===== src/rtl/dmem_arbiter.sv =====
// dmem_arbiter: two-port round-robin arbiter and access sequencer for the
// single-port data memory. Port 0 is the core load/store path, port 1 the
// debug/loader path. Each access takes IDLE -> ACCESS -> RESP, one cycle each
// after the grant, and every output toggles only on a clock edge or on reset.
module dmem_arbiter #(
    parameter int DATA_W = 32,
    parameter int ADDR_W = 32,
    parameter int DEPTH  = 64
) (
    input  logic              clk,
    input  logic              rst,
    input  logic              req0,
    input  logic              we0,
    input  logic [ADDR_W-1:0] addr0,
    input  logic [DATA_W-1:0] wdata0,
    output logic              ack0,
    output logic [DATA_W-1:0] rdata0,
    output logic              err0,
    input  logic              req1,
    input  logic              we1,
    input  logic [ADDR_W-1:0] addr1,
    input  logic [DATA_W-1:0] wdata1,
    output logic              ack1,
    output logic [DATA_W-1:0] rdata1,
    output logic              err1,
    output logic              mem_read,
    output logic              mem_write,
    output logic [ADDR_W-1:0] mem_addr,
    output logic [DATA_W-1:0] mem_wdata,
    input  logic [DATA_W-1:0] mem_rdata,
    output logic              busy
);

    typedef enum logic [1:0] {
        ST_IDLE   = 2'd0,
        ST_ACCESS = 2'd1,
        ST_RESP   = 2'd2
    } state_t;

    state_t              state_q, state_d;
    logic                prio_q, prio_d;
    logic                gnt_q, gnt_d;
    logic                we_q, we_d;
    logic                oor_q, oor_d;
    logic                mem_read_q, mem_read_d;
    logic                mem_write_q, mem_write_d;
    logic [ADDR_W-1:0]   mem_addr_q, mem_addr_d;
    logic [DATA_W-1:0]   mem_wdata_q, mem_wdata_d;
    logic                ack0_q, ack0_d;
    logic                ack1_q, ack1_d;
    logic                err0_q, err0_d;
    logic                err1_q, err1_d;
    logic [DATA_W-1:0]   rdata0_q, rdata0_d;
    logic [DATA_W-1:0]   rdata1_q, rdata1_d;
    logic                busy_q, busy_d;

    logic                grant_s;
    logic                gnt_sel_s;
    logic                sel_we_s;
    logic [ADDR_W-1:0]   sel_addr_s;
    logic [DATA_W-1:0]   sel_wdata_s;
    logic                sel_oor_s;
    logic [DATA_W-1:0]   rd_val_s;

    // Pick the winner among the current requesters; prio only breaks ties.
    always_comb begin
        grant_s = req0 | req1;
        if (req0 && req1) begin
            gnt_sel_s = prio_q;
        end else if (req1) begin
            gnt_sel_s = 1'b1;
        end else begin
            gnt_sel_s = 1'b0;
        end
        if (gnt_sel_s) begin
            sel_we_s    = we1;
            sel_addr_s  = addr1;
            sel_wdata_s = wdata1;
        end else begin
            sel_we_s    = we0;
            sel_addr_s  = addr0;
            sel_wdata_s = wdata0;
        end
        sel_oor_s = (sel_addr_s >= ADDR_W'(DEPTH));
        if (!we_q && !oor_q) begin
            rd_val_s = mem_rdata;
        end else begin
            rd_val_s = {DATA_W{1'b0}};
        end
    end

    // FSM state register.
    always_ff @(posedge clk or negedge rst) begin
        if (!rst) begin
            state_q <= ST_IDLE;
        end else begin
            state_q <= state_d;
        end
    end

    // FSM next-state logic: ACCESS and RESP each last exactly one cycle.
    always_comb begin
        state_d = state_q;
        case (state_q)
            ST_IDLE: begin
                if (grant_s) begin
                    state_d = ST_ACCESS;
                end else begin
                    state_d = ST_IDLE;
                end
            end
            ST_ACCESS: state_d = ST_RESP;
            ST_RESP:   state_d = ST_IDLE;
            default:   state_d = ST_IDLE;
        endcase
    end

    // FSM output logic: next values of the latched request and all registered outputs.
    always_comb begin
        prio_d      = prio_q;
        gnt_d       = gnt_q;
        we_d        = we_q;
        oor_d       = oor_q;
        mem_read_d  = mem_read_q;
        mem_write_d = mem_write_q;
        mem_addr_d  = mem_addr_q;
        mem_wdata_d = mem_wdata_q;
        ack0_d      = ack0_q;
        ack1_d      = ack1_q;
        err0_d      = err0_q;
        err1_d      = err1_q;
        rdata0_d    = rdata0_q;
        rdata1_d    = rdata1_q;
        busy_d      = busy_q;
        case (state_q)
            ST_IDLE: begin
                if (grant_s) begin
                    // Latch the winner so later changes on its inputs are ignored.
                    gnt_d       = gnt_sel_s;
                    prio_d      = ~gnt_sel_s;
                    we_d        = sel_we_s;
                    oor_d       = sel_oor_s;
                    mem_addr_d  = sel_addr_s;
                    mem_wdata_d = sel_wdata_s;
                    mem_write_d = sel_we_s & ~sel_oor_s;
                    mem_read_d  = ~sel_we_s & ~sel_oor_s;
                    busy_d      = 1'b1;
                end else begin
                    busy_d      = 1'b0;
                end
            end
            ST_ACCESS: begin
                // Strobes drop here; the memory write already committed on the negedge.
                mem_read_d  = 1'b0;
                mem_write_d = 1'b0;
                if (gnt_q) begin
                    ack1_d   = 1'b1;
                    err1_d   = oor_q;
                    rdata1_d = rd_val_s;
                    ack0_d   = 1'b0;
                    err0_d   = 1'b0;
                    rdata0_d = {DATA_W{1'b0}};
                end else begin
                    ack0_d   = 1'b1;
                    err0_d   = oor_q;
                    rdata0_d = rd_val_s;
                    ack1_d   = 1'b0;
                    err1_d   = 1'b0;
                    rdata1_d = {DATA_W{1'b0}};
                end
            end
            ST_RESP: begin
                // rdata is left holding the last response.
                ack0_d = 1'b0;
                ack1_d = 1'b0;
                err0_d = 1'b0;
                err1_d = 1'b0;
                busy_d = 1'b0;
            end
            default: begin
                mem_read_d  = 1'b0;
                mem_write_d = 1'b0;
                ack0_d      = 1'b0;
                ack1_d      = 1'b0;
                busy_d      = 1'b0;
            end
        endcase
    end

    // Datapath and output registers; reset clears everything at once, aborting any strobe.
    always_ff @(posedge clk or negedge rst) begin
        if (!rst) begin
            prio_q      <= 1'b0;
            gnt_q       <= 1'b0;
            we_q        <= 1'b0;
            oor_q       <= 1'b0;
            mem_read_q  <= 1'b0;
            mem_write_q <= 1'b0;
            mem_addr_q  <= {ADDR_W{1'b0}};
            mem_wdata_q <= {DATA_W{1'b0}};
            ack0_q      <= 1'b0;
            ack1_q      <= 1'b0;
            err0_q      <= 1'b0;
            err1_q      <= 1'b0;
            rdata0_q    <= {DATA_W{1'b0}};
            rdata1_q    <= {DATA_W{1'b0}};
            busy_q      <= 1'b0;
        end else begin
            prio_q      <= prio_d;
            gnt_q       <= gnt_d;
            we_q        <= we_d;
            oor_q       <= oor_d;
            mem_read_q  <= mem_read_d;
            mem_write_q <= mem_write_d;
            mem_addr_q  <= mem_addr_d;
            mem_wdata_q <= mem_wdata_d;
            ack0_q      <= ack0_d;
            ack1_q      <= ack1_d;
            err0_q      <= err0_d;
            err1_q      <= err1_d;
            rdata0_q    <= rdata0_d;
            rdata1_q    <= rdata1_d;
            busy_q      <= busy_d;
        end
    end

    assign ack0      = ack0_q;
    assign ack1      = ack1_q;
    assign err0      = err0_q;
    assign err1      = err1_q;
    assign rdata0    = rdata0_q;
    assign rdata1    = rdata1_q;
    assign mem_read  = mem_read_q;
    assign mem_write = mem_write_q;
    assign mem_addr  = mem_addr_q;
    assign mem_wdata = mem_wdata_q;
    assign busy      = busy_q;

endmodule


===== config.mk =====
export PLATFORM = sky130hd
export DESIGN_NAME = dmem_arbiter
export DESIGN_NICKNAME = d
export VERILOG_FILES = /design/src/rtl/dmem_arbiter.sv
export SDC_FILE = /design/constraint.sdc
export NUM_CORES = 1
export LEC_CHECK = 0
export CAP_MARGIN = 25
export CORE_MARGIN = 2
export CORE_UTILIZATION = 41
export CTS_BUF_LIST = sky130_fd_sc_hd__clkbuf_8
export DETAILED_ROUTE_END_ITERATION = 12
export HOLD_SLACK_MARGIN = 0.02
export PLACE_DENSITY = 0.82
export SLEW_MARGIN = 0
export SYNTH_ARGS = -nofsm -noshare
export SYNTH_HDL_FRONTEND = slang
export SYNTH_SLANG_ARGS = --single-unit
export TNS_END_PERCENT = 5

===== constraint.sdc =====
create_clock -name clk -period 2.05 [get_ports clk]
set_input_delay 0.3075 -clock clk [delete_from_list [all_inputs] [get_ports clk]]
set_output_delay 0.3075 -clock clk [all_outputs]
set_load 0.02 [all_outputs]

==> results by group, run 1 <==
Synth
  • Post-synth top area share: 0.596
  • Area contributors post-synth: dfrtp_1 (60%), nand2_1 (9.0%), o22ai_1 (6.9%)
  • Gate Count Post-Synth: 594
  • Synthesized area: 0.00592 mm2
  • Register bit count reported by yosys: 141
  • Yosys cell types: 29
  • Yosys warns: 0
  • Avg Cell Area, Syn: 9.96 um2
  • Syn nets: 763
  • Seq/Total Area, Yosys: 0.596
  • Area leader, netlist: dfrtp_1

Layout
  • Most frequent cells in the layout: clkdlybuf4s50_1 (299), nand2_1 (141), dfrtp_1 (141), inv_1 (68), o22ai_1 (65)
  • Layout area overhead: 63.5%
  • Layout cells sized above 1: 0.0695
  • Post-Layout Cell Count: 1086
  • Commonest non-fill, non-tap cell in the layout: clkdlybuf4s50_1
  • Fin util: 0.691
  • Diode count: 0
  • Fill cells: 1068
  • Final net count: 1062

Timing
  • Final period util: 0.867
  • Setup TNS: 0 ps
  • Hold Fails Final Rpt: 0
  • Slew headroom: 0.713
  • Min Hold Slack: 355 ps
  • RSZ-0062 raised after global routing: no
  • Max Clk Rate: 563 MHz
  • Slew Limit Fails: 0
  • Worst-Margin Slew: 427 ps
  • Min cycle time layout: 1780 ps
  • Clock skew: 15.3 ps
  • Setup-failing EPs final: 0

Clock network
  • Clock root buffer: clkbuf_8
  • Post-CTS sizing: 0
  • Clk slew on worst S/H paths: 90 ps
  • Clk_lat worst skew: 450 ps
  • CTS max path bufs: 2
  • Setup bufs post-CTS: 0
  • Hold_buf cts: 1
  • TritonCTS clock tree: done
  • Clock Sinks: 141
  • Max H-tree Level: 4
  • TritonCTS Buffers: 17

Setup path
  • Largest stage delay, worst path: 640 ps
  • R2R setup slack: 290 ps
  • CP Launch Type: register
  • Origin of the critical flop-to-flop path: state_q[1]$_DFF_PN0_
  • Critical-path cell list: clkdlybuf4s50_1
  • FF-to-FF End: mem_read$_DFFE_PN0P_
  • Sum of buffers and inverters on the critical path: 1
  • Depth of the worst register-to-register path: 7
  • CP max FO: 2
  • Delay-heaviest family, CP: buffers and inverters
  • Worst Setup End Kind: output pin
  • CP max-delay cell: clkdlybuf4s50_1
  • CP arrival: 1470 ps
  • Worst EP required: 1740 ps
  • CP Class: register to output pin

Power and ir drop
  • NetSw: 4420 uW
  • Clk network pwr share: 0.200
  • Power per Cell Area: 1180 mW/mm2
  • Switching part of the total: 0.385
  • VDD IR max: 0.845 mV
  • Sequential power share: 0.343
  • Comb power frac: 0.457
  • Int Pwr: 7040 uW
  • Leak: 0.00413 uW
  • Total Power: 11500 uW

GRT
  • GR Util All Layers: 0.246
  • Largest net degree at the start of global routing: 55
  • Number of global-route vias before repair: 5675
  • Overflow after GRT: 0
  • Initial antenna violation count: 0
  • Global-route wire length before repair: 28700 um

Detailed routing
  • Via count: 5545
  • Final Routed Wirelength: 18400 um
  • DR pass1 iterations: 4
  • DR WL/cell: 16.9 um
  • Post-DRT Antenna Nets: 0
  • Vias per cell: 5.11
  • Initial detailed-routing violation count: 230
  • # DRC: 0

Hold path
  • Hold Path Class: input port to async pin

Floorplanning
  • Core area: 0.0140 mm2
  • Row count: 43
  • DIE HEIGHT: 124 um
  • DIE AREA: 0.0154 mm2
  • Initial Util: 0.423
  • Top Ports: 301
  • Die W: 124 um

Placed design
  • DP Wirelength: 13500 um
  • Placer Congestion: 0.827
  • Dpl cells: 1053
  • PortBufs: 300

Flow run
  • Max_cap viols: 0

Run status
  • Outcome: finished clean
==> power groups by stage <==
stage / Sequential (uW) / Clock, uW / Combinational, uW
5_1_grt: 4020 / 2490 / 5680
3_3_place_gp: 3940 / 0 / 5190
3_5_place_dp: 3960 / 0 / 5280
2_1_floorplan: 4760 / 0 / 1880
4_1_cts: 3930 / 2350 / 5290
6_report: 3930 / 2300 / 5240
==> layer usage <==
metal  share of wire  GRT usage  up-vias  wire, um
li1                -          -     2624         -
met1            0.39      0.287     2643      7220
met2            0.50      0.414      247      9110
met3           0.091     0.0916       31      1680
met4           0.021     0.0892        0       387
met5               0          0        -         0
==> registers in the layout, indices dropped and copies added, names as in the netlist <==
| register | count |
|---|---|
| ack0 | 1 |
| ack1 | 1 |
| busy | 1 |
| err0 | 1 |
| err1 | 1 |
| gnt_q | 1 |
| mem_addr | 32 |
| mem_read | 1 |
| mem_wdata | 32 |
| mem_write | 1 |
| oor_q | 1 |
| prio_q | 1 |
| rdata0 | 32 |
| rdata1 | 32 |
| state_q | 2 |
| we_q | 1 |
==> area by class of cell <==
| class | instances | area [um2] | area share |
|---|---|---|---|
| inverter | 68 | 255 | 0.0264 |
| sequential | 141 | 3530 | 0.365 |
| clock inverter | 14 | 158 | 0.0163 |
| tap | 180 | 225 | 0.0233 |
| clock buffer | 18 | 248 | 0.0256 |
| timing repair buffer | 320 | 3260 | 0.337 |
| multi-input combinational | 345 | 2000 | 0.207 |
==> cells by family (layout without fill, tap and decap cells) <==
group / after synthesis / in the layout / synth area share
AOI/OAI and AO/OA: 140 / 140 / 0.152
adders and majority gates: 3 / 3 / 0.00635
buffers and inverters: 108 / 420 / 0.0704
DFF: 141 / 141 / 0.596
muxes: 31 / 31 / 0.0531
and+or+nand+nor: 171 / 171 / 0.121
==> cell usage after synthesis <==
| master | count |
|---|---|
| dfrtp_1 | 141 |
| a21o_1 | 2 |
| nand2_1 | 142 |
| inv_1 | 68 |
| buf_4 | 1 |
| o22ai_1 | 65 |
| clkbuf_1 | 29 |
| or4_4 | 1 |
| nor4_2 | 2 |
| a22o_1 | 1 |
| a21oi_1 | 1 |
| nor4_1 | 8 |
| or3_1 | 1 |
| o31a_2 | 1 |
| mux2_2 | 3 |
| o21ai_0 | 29 |
| nand2b_1 | 4 |
| a221o_1 | 1 |
| o41ai_1 | 2 |
| or4_1 | 3 |
| a22oi_1 | 37 |
| mux2i_1 | 28 |
| nand4_1 | 2 |
| nor2_1 | 7 |
| and3_1 | 1 |
| ha_1 | 3 |
| buf_1 | 4 |
| o21ai_1 | 1 |
| buf_2 | 6 |
==> how the worst max path moves through the flow <==
stage                                      from                   endpoint  slack (ps)  depth (start not counted)
after floorplan            state_q[0]$_DFF_PN0_  mem_wdata[19]$_DFFE_PN0P_         260                          9
after global placement                addr1[24]          oor_q$_DFFE_PN0P_         -50                          5
after detailed placement              addr0[24]       mem_read$_DFFE_PN0P_        -160                          5
after CTS                      ack0$_DFFE_PN0N_                       ack0         220                          1
after global routing       state_q[1]$_DFF_PN0_       mem_read$_DFFE_PN0P_         120                          7
final                     rdata1[7]$_DFFE_PN0P_                  rdata1[7]         270                          1
==> stage by stage <==
step | cell area [um2] | worst slack (ps)
floorplan | 5920 | 264
global placement | 9260 | -46.9
detailed placement | 9260 | -156
CTS | 9670 | 215
global route | 9670 | 119
finish | 9670 | 273
(Power assumes the default switching activity.)
==> run 2: changes to the inputs <==
- MAX_ROUTING_LAYER: default -> met4
==> results by group, run 2 (synthesis results as in run 1) <==
GRT
  • GR Util All Layers: 0.253 (+0.00705)
  • Largest net degree at the start of global routing: 55 (unchanged)
  • Global-route wire length before repair: 28700 um (-0.14%)
  • Number of global-route vias before repair: 5699 (+0.42%)
  • Initial antenna violation count: 0 (unchanged)
  • Overflow after GRT: 0 (unchanged)

Clock network
  • TritonCTS Buffers: 17 (unchanged)
  • Clock Sinks: 141 (unchanged)
  • Max H-tree Level: 4 (unchanged)
  • Post-CTS sizing: 0 (unchanged)
  • Clock root buffer: clkbuf_8
  • Hold_buf cts: 1 (unchanged)
  • Clk slew on worst S/H paths: 90 ps (about the same)
  • Clk_lat worst skew: 450 ps (about the same)
  • TritonCTS clock tree: done
  • Setup bufs post-CTS: 0 (unchanged)
  • CTS max path bufs: 2 (unchanged)

Placed design
  • DP Wirelength: 13500 um (unchanged)
  • Placer Congestion: 0.839 (+1.5%)
  • PortBufs: 300 (unchanged)

Layout
  • Final net count: 1062 (unchanged)
  • Layout cells sized above 1: 0.0695 (unchanged)
  • Fill cells: 1068 (unchanged)
  • Diode count: 0 (unchanged)
  • Layout area overhead: 63.5% (unchanged)
  • Commonest non-fill, non-tap cell in the layout: clkdlybuf4s50_1
  • Most frequent cells in the layout: clkdlybuf4s50_1 (299), nand2_1 (141), dfrtp_1 (141), inv_1 (68), o22ai_1 (65)

Timing
  • Worst-Margin Slew: 439 ps (+12.2 ps)
  • Max Clk Rate: 562 MHz (-0.17%)
  • Setup-failing EPs final: 0 (unchanged)
  • Hold Fails Final Rpt: 0 (unchanged)
  • RSZ-0062 raised after global routing: no
  • Min cycle time layout: 1780 ps (+3.07 ps)
  • Slew headroom: 0.707 (-0.00554)
  • Min Hold Slack: 351 ps (-3.40 ps)
  • Clock skew: 15.1 ps (-0.186 ps)
  • Slew Limit Fails: 0 (unchanged)
  • Final period util: 0.868 (+0.00150)

Power and ir drop
  • Total Power: 11500 uW (about the same)
  • Leak: 0.00413 uW (unchanged)
  • Comb power frac: 0.457 (about the same)
  • NetSw: 4410 uW (-0.25%)
  • Sequential power share: 0.343 (about the same)
  • Switching part of the total: 0.385 (-0.000614)
  • VDD IR max: 0.841 mV (-0.40%)
  • Power per Cell Area: 1180 mW/mm2 (about the same)
  • Clk network pwr share: 0.200 (about the same)
  • Int Pwr: 7040 uW (about the same)

Floorplanning
  • DIE AREA: 0.0154 mm2 (unchanged)
  • Die W: 124 um (unchanged)
  • Core area: 0.0140 mm2 (unchanged)
  • Row count: 43 (unchanged)
  • Initial Util: 0.423 (unchanged)
  • Top Ports: 301 (unchanged)
  • DIE HEIGHT: 124 um (unchanged)

Setup path
  • Largest stage delay, worst path: 640 ps (about the same)
  • CP arrival: 1470 ps (about the same)
  • CP max-delay cell: clkdlybuf4s50_1
  • Worst Setup End Kind: output pin
  • Critical-path cell list: clkdlybuf4s50_1
  • CP Class: register to output pin
  • Delay-heaviest family, CP: buffers and inverters
  • Sum of buffers and inverters on the critical path: 1 (unchanged)
  • Depth of the worst register-to-register path: 7 (unchanged)
  • CP max FO: 2 (unchanged)
  • Worst EP required: 1740 ps (about the same)
  • CP Launch Type: register
  • Worst path depth: 1 (unchanged)

Detailed routing
  • DR pass1 iterations: 5 (+1)
  • Post-DRT Antenna Nets: 0 (unchanged)
  • Vias per cell: 5.11 (+0.13%)
  • Final Routed Wirelength: 18400 um (about the same)
  • Initial detailed-routing violation count: 269 (+17%)
  • Via count: 5552 (+0.13%)
  • # DRC: 0 (unchanged)
  • DR WL/cell: 16.9 um (about the same)

Flow run
  • Max_cap viols: 0 (unchanged)

Run status
  • Outcome: finished clean

Hold path
  • Hold Path Class: input port to async pin
run 2: cell counts in the layout (fill, tap and decap cells not counted):
No cell type changed its count.
run 2: final timing paths:
path | slack, ps | from | endpoint
max in group asynchronous | 1050 | rst | rdata1[9]$_DFFE_PN0P_
min in group clk | 380 | wdata0[10] | mem_wdata[10]$_DFFE_PN0P_
worst max-delay path | 270 | mem_addr[30]$_DFFE_PN0P_ | mem_addr[30]
worst min-delay path | 350 | rst | rdata0[21]$_DFFE_PN0P_
worst max register to register | 290 | state_q[1]$_DFF_PN0_ | mem_read$_DFFE_PN0P_
worst min register to register | 480 | mem_addr[29]$_DFFE_PN0P_ | mem_addr[29]$_DFFE_PN0P_
run 2: per-layer routing:
layer	global-route usage	vias up	routed length, um
met5	-	-	0
met4	0.0997	0	382
met3	0.0755	35	1490
met2	0.415	247	9280
met1	0.291	2645	7230
li1	-	2625	-
run 2: layout make-up:
cell class	instances	area (um2)	area share
inverter	68	255	0.0264
sequential	141	3530	0.365
multi-input combinational	345	2000	0.207
clock inverter	14	158	0.0163
timing repair buffer	320	3260	0.337
tap	180	225	0.0233
clock buffer	18	248	0.0256
run 2: power groups by stage:
| stage | sequential, uW | clock (uW) | combinational (uW) |
|---|---|---|---|
| 2_1_floorplan | 4760 | 0 | 1880 |
| 3_3_place_gp | 3940 | 0 | 5190 |
| 3_5_place_dp | 3960 | 0 | 5280 |
| 4_1_cts | 3930 | 2350 | 5290 |
| 5_1_grt | 4020 | 2490 | 5680 |
| 6_report | 3930 | 2290 | 5240 |
run 2: metrics by stage:
stage          setup TNS (ps)  instances   util  instance area [um2]  setup slack, ps
6_report                    0       1086  0.691                 9670              270
5_1_grt                     0       1086  0.691                 9670              118
4_1_cts                     0       1086  0.691                 9670              215
3_5_place_dp             -359       1053  0.662                 9260             -156
3_3_place_gp             -121       1053  0.662                 9260            -46.9
2_1_floorplan               0        594      -                 5920              264
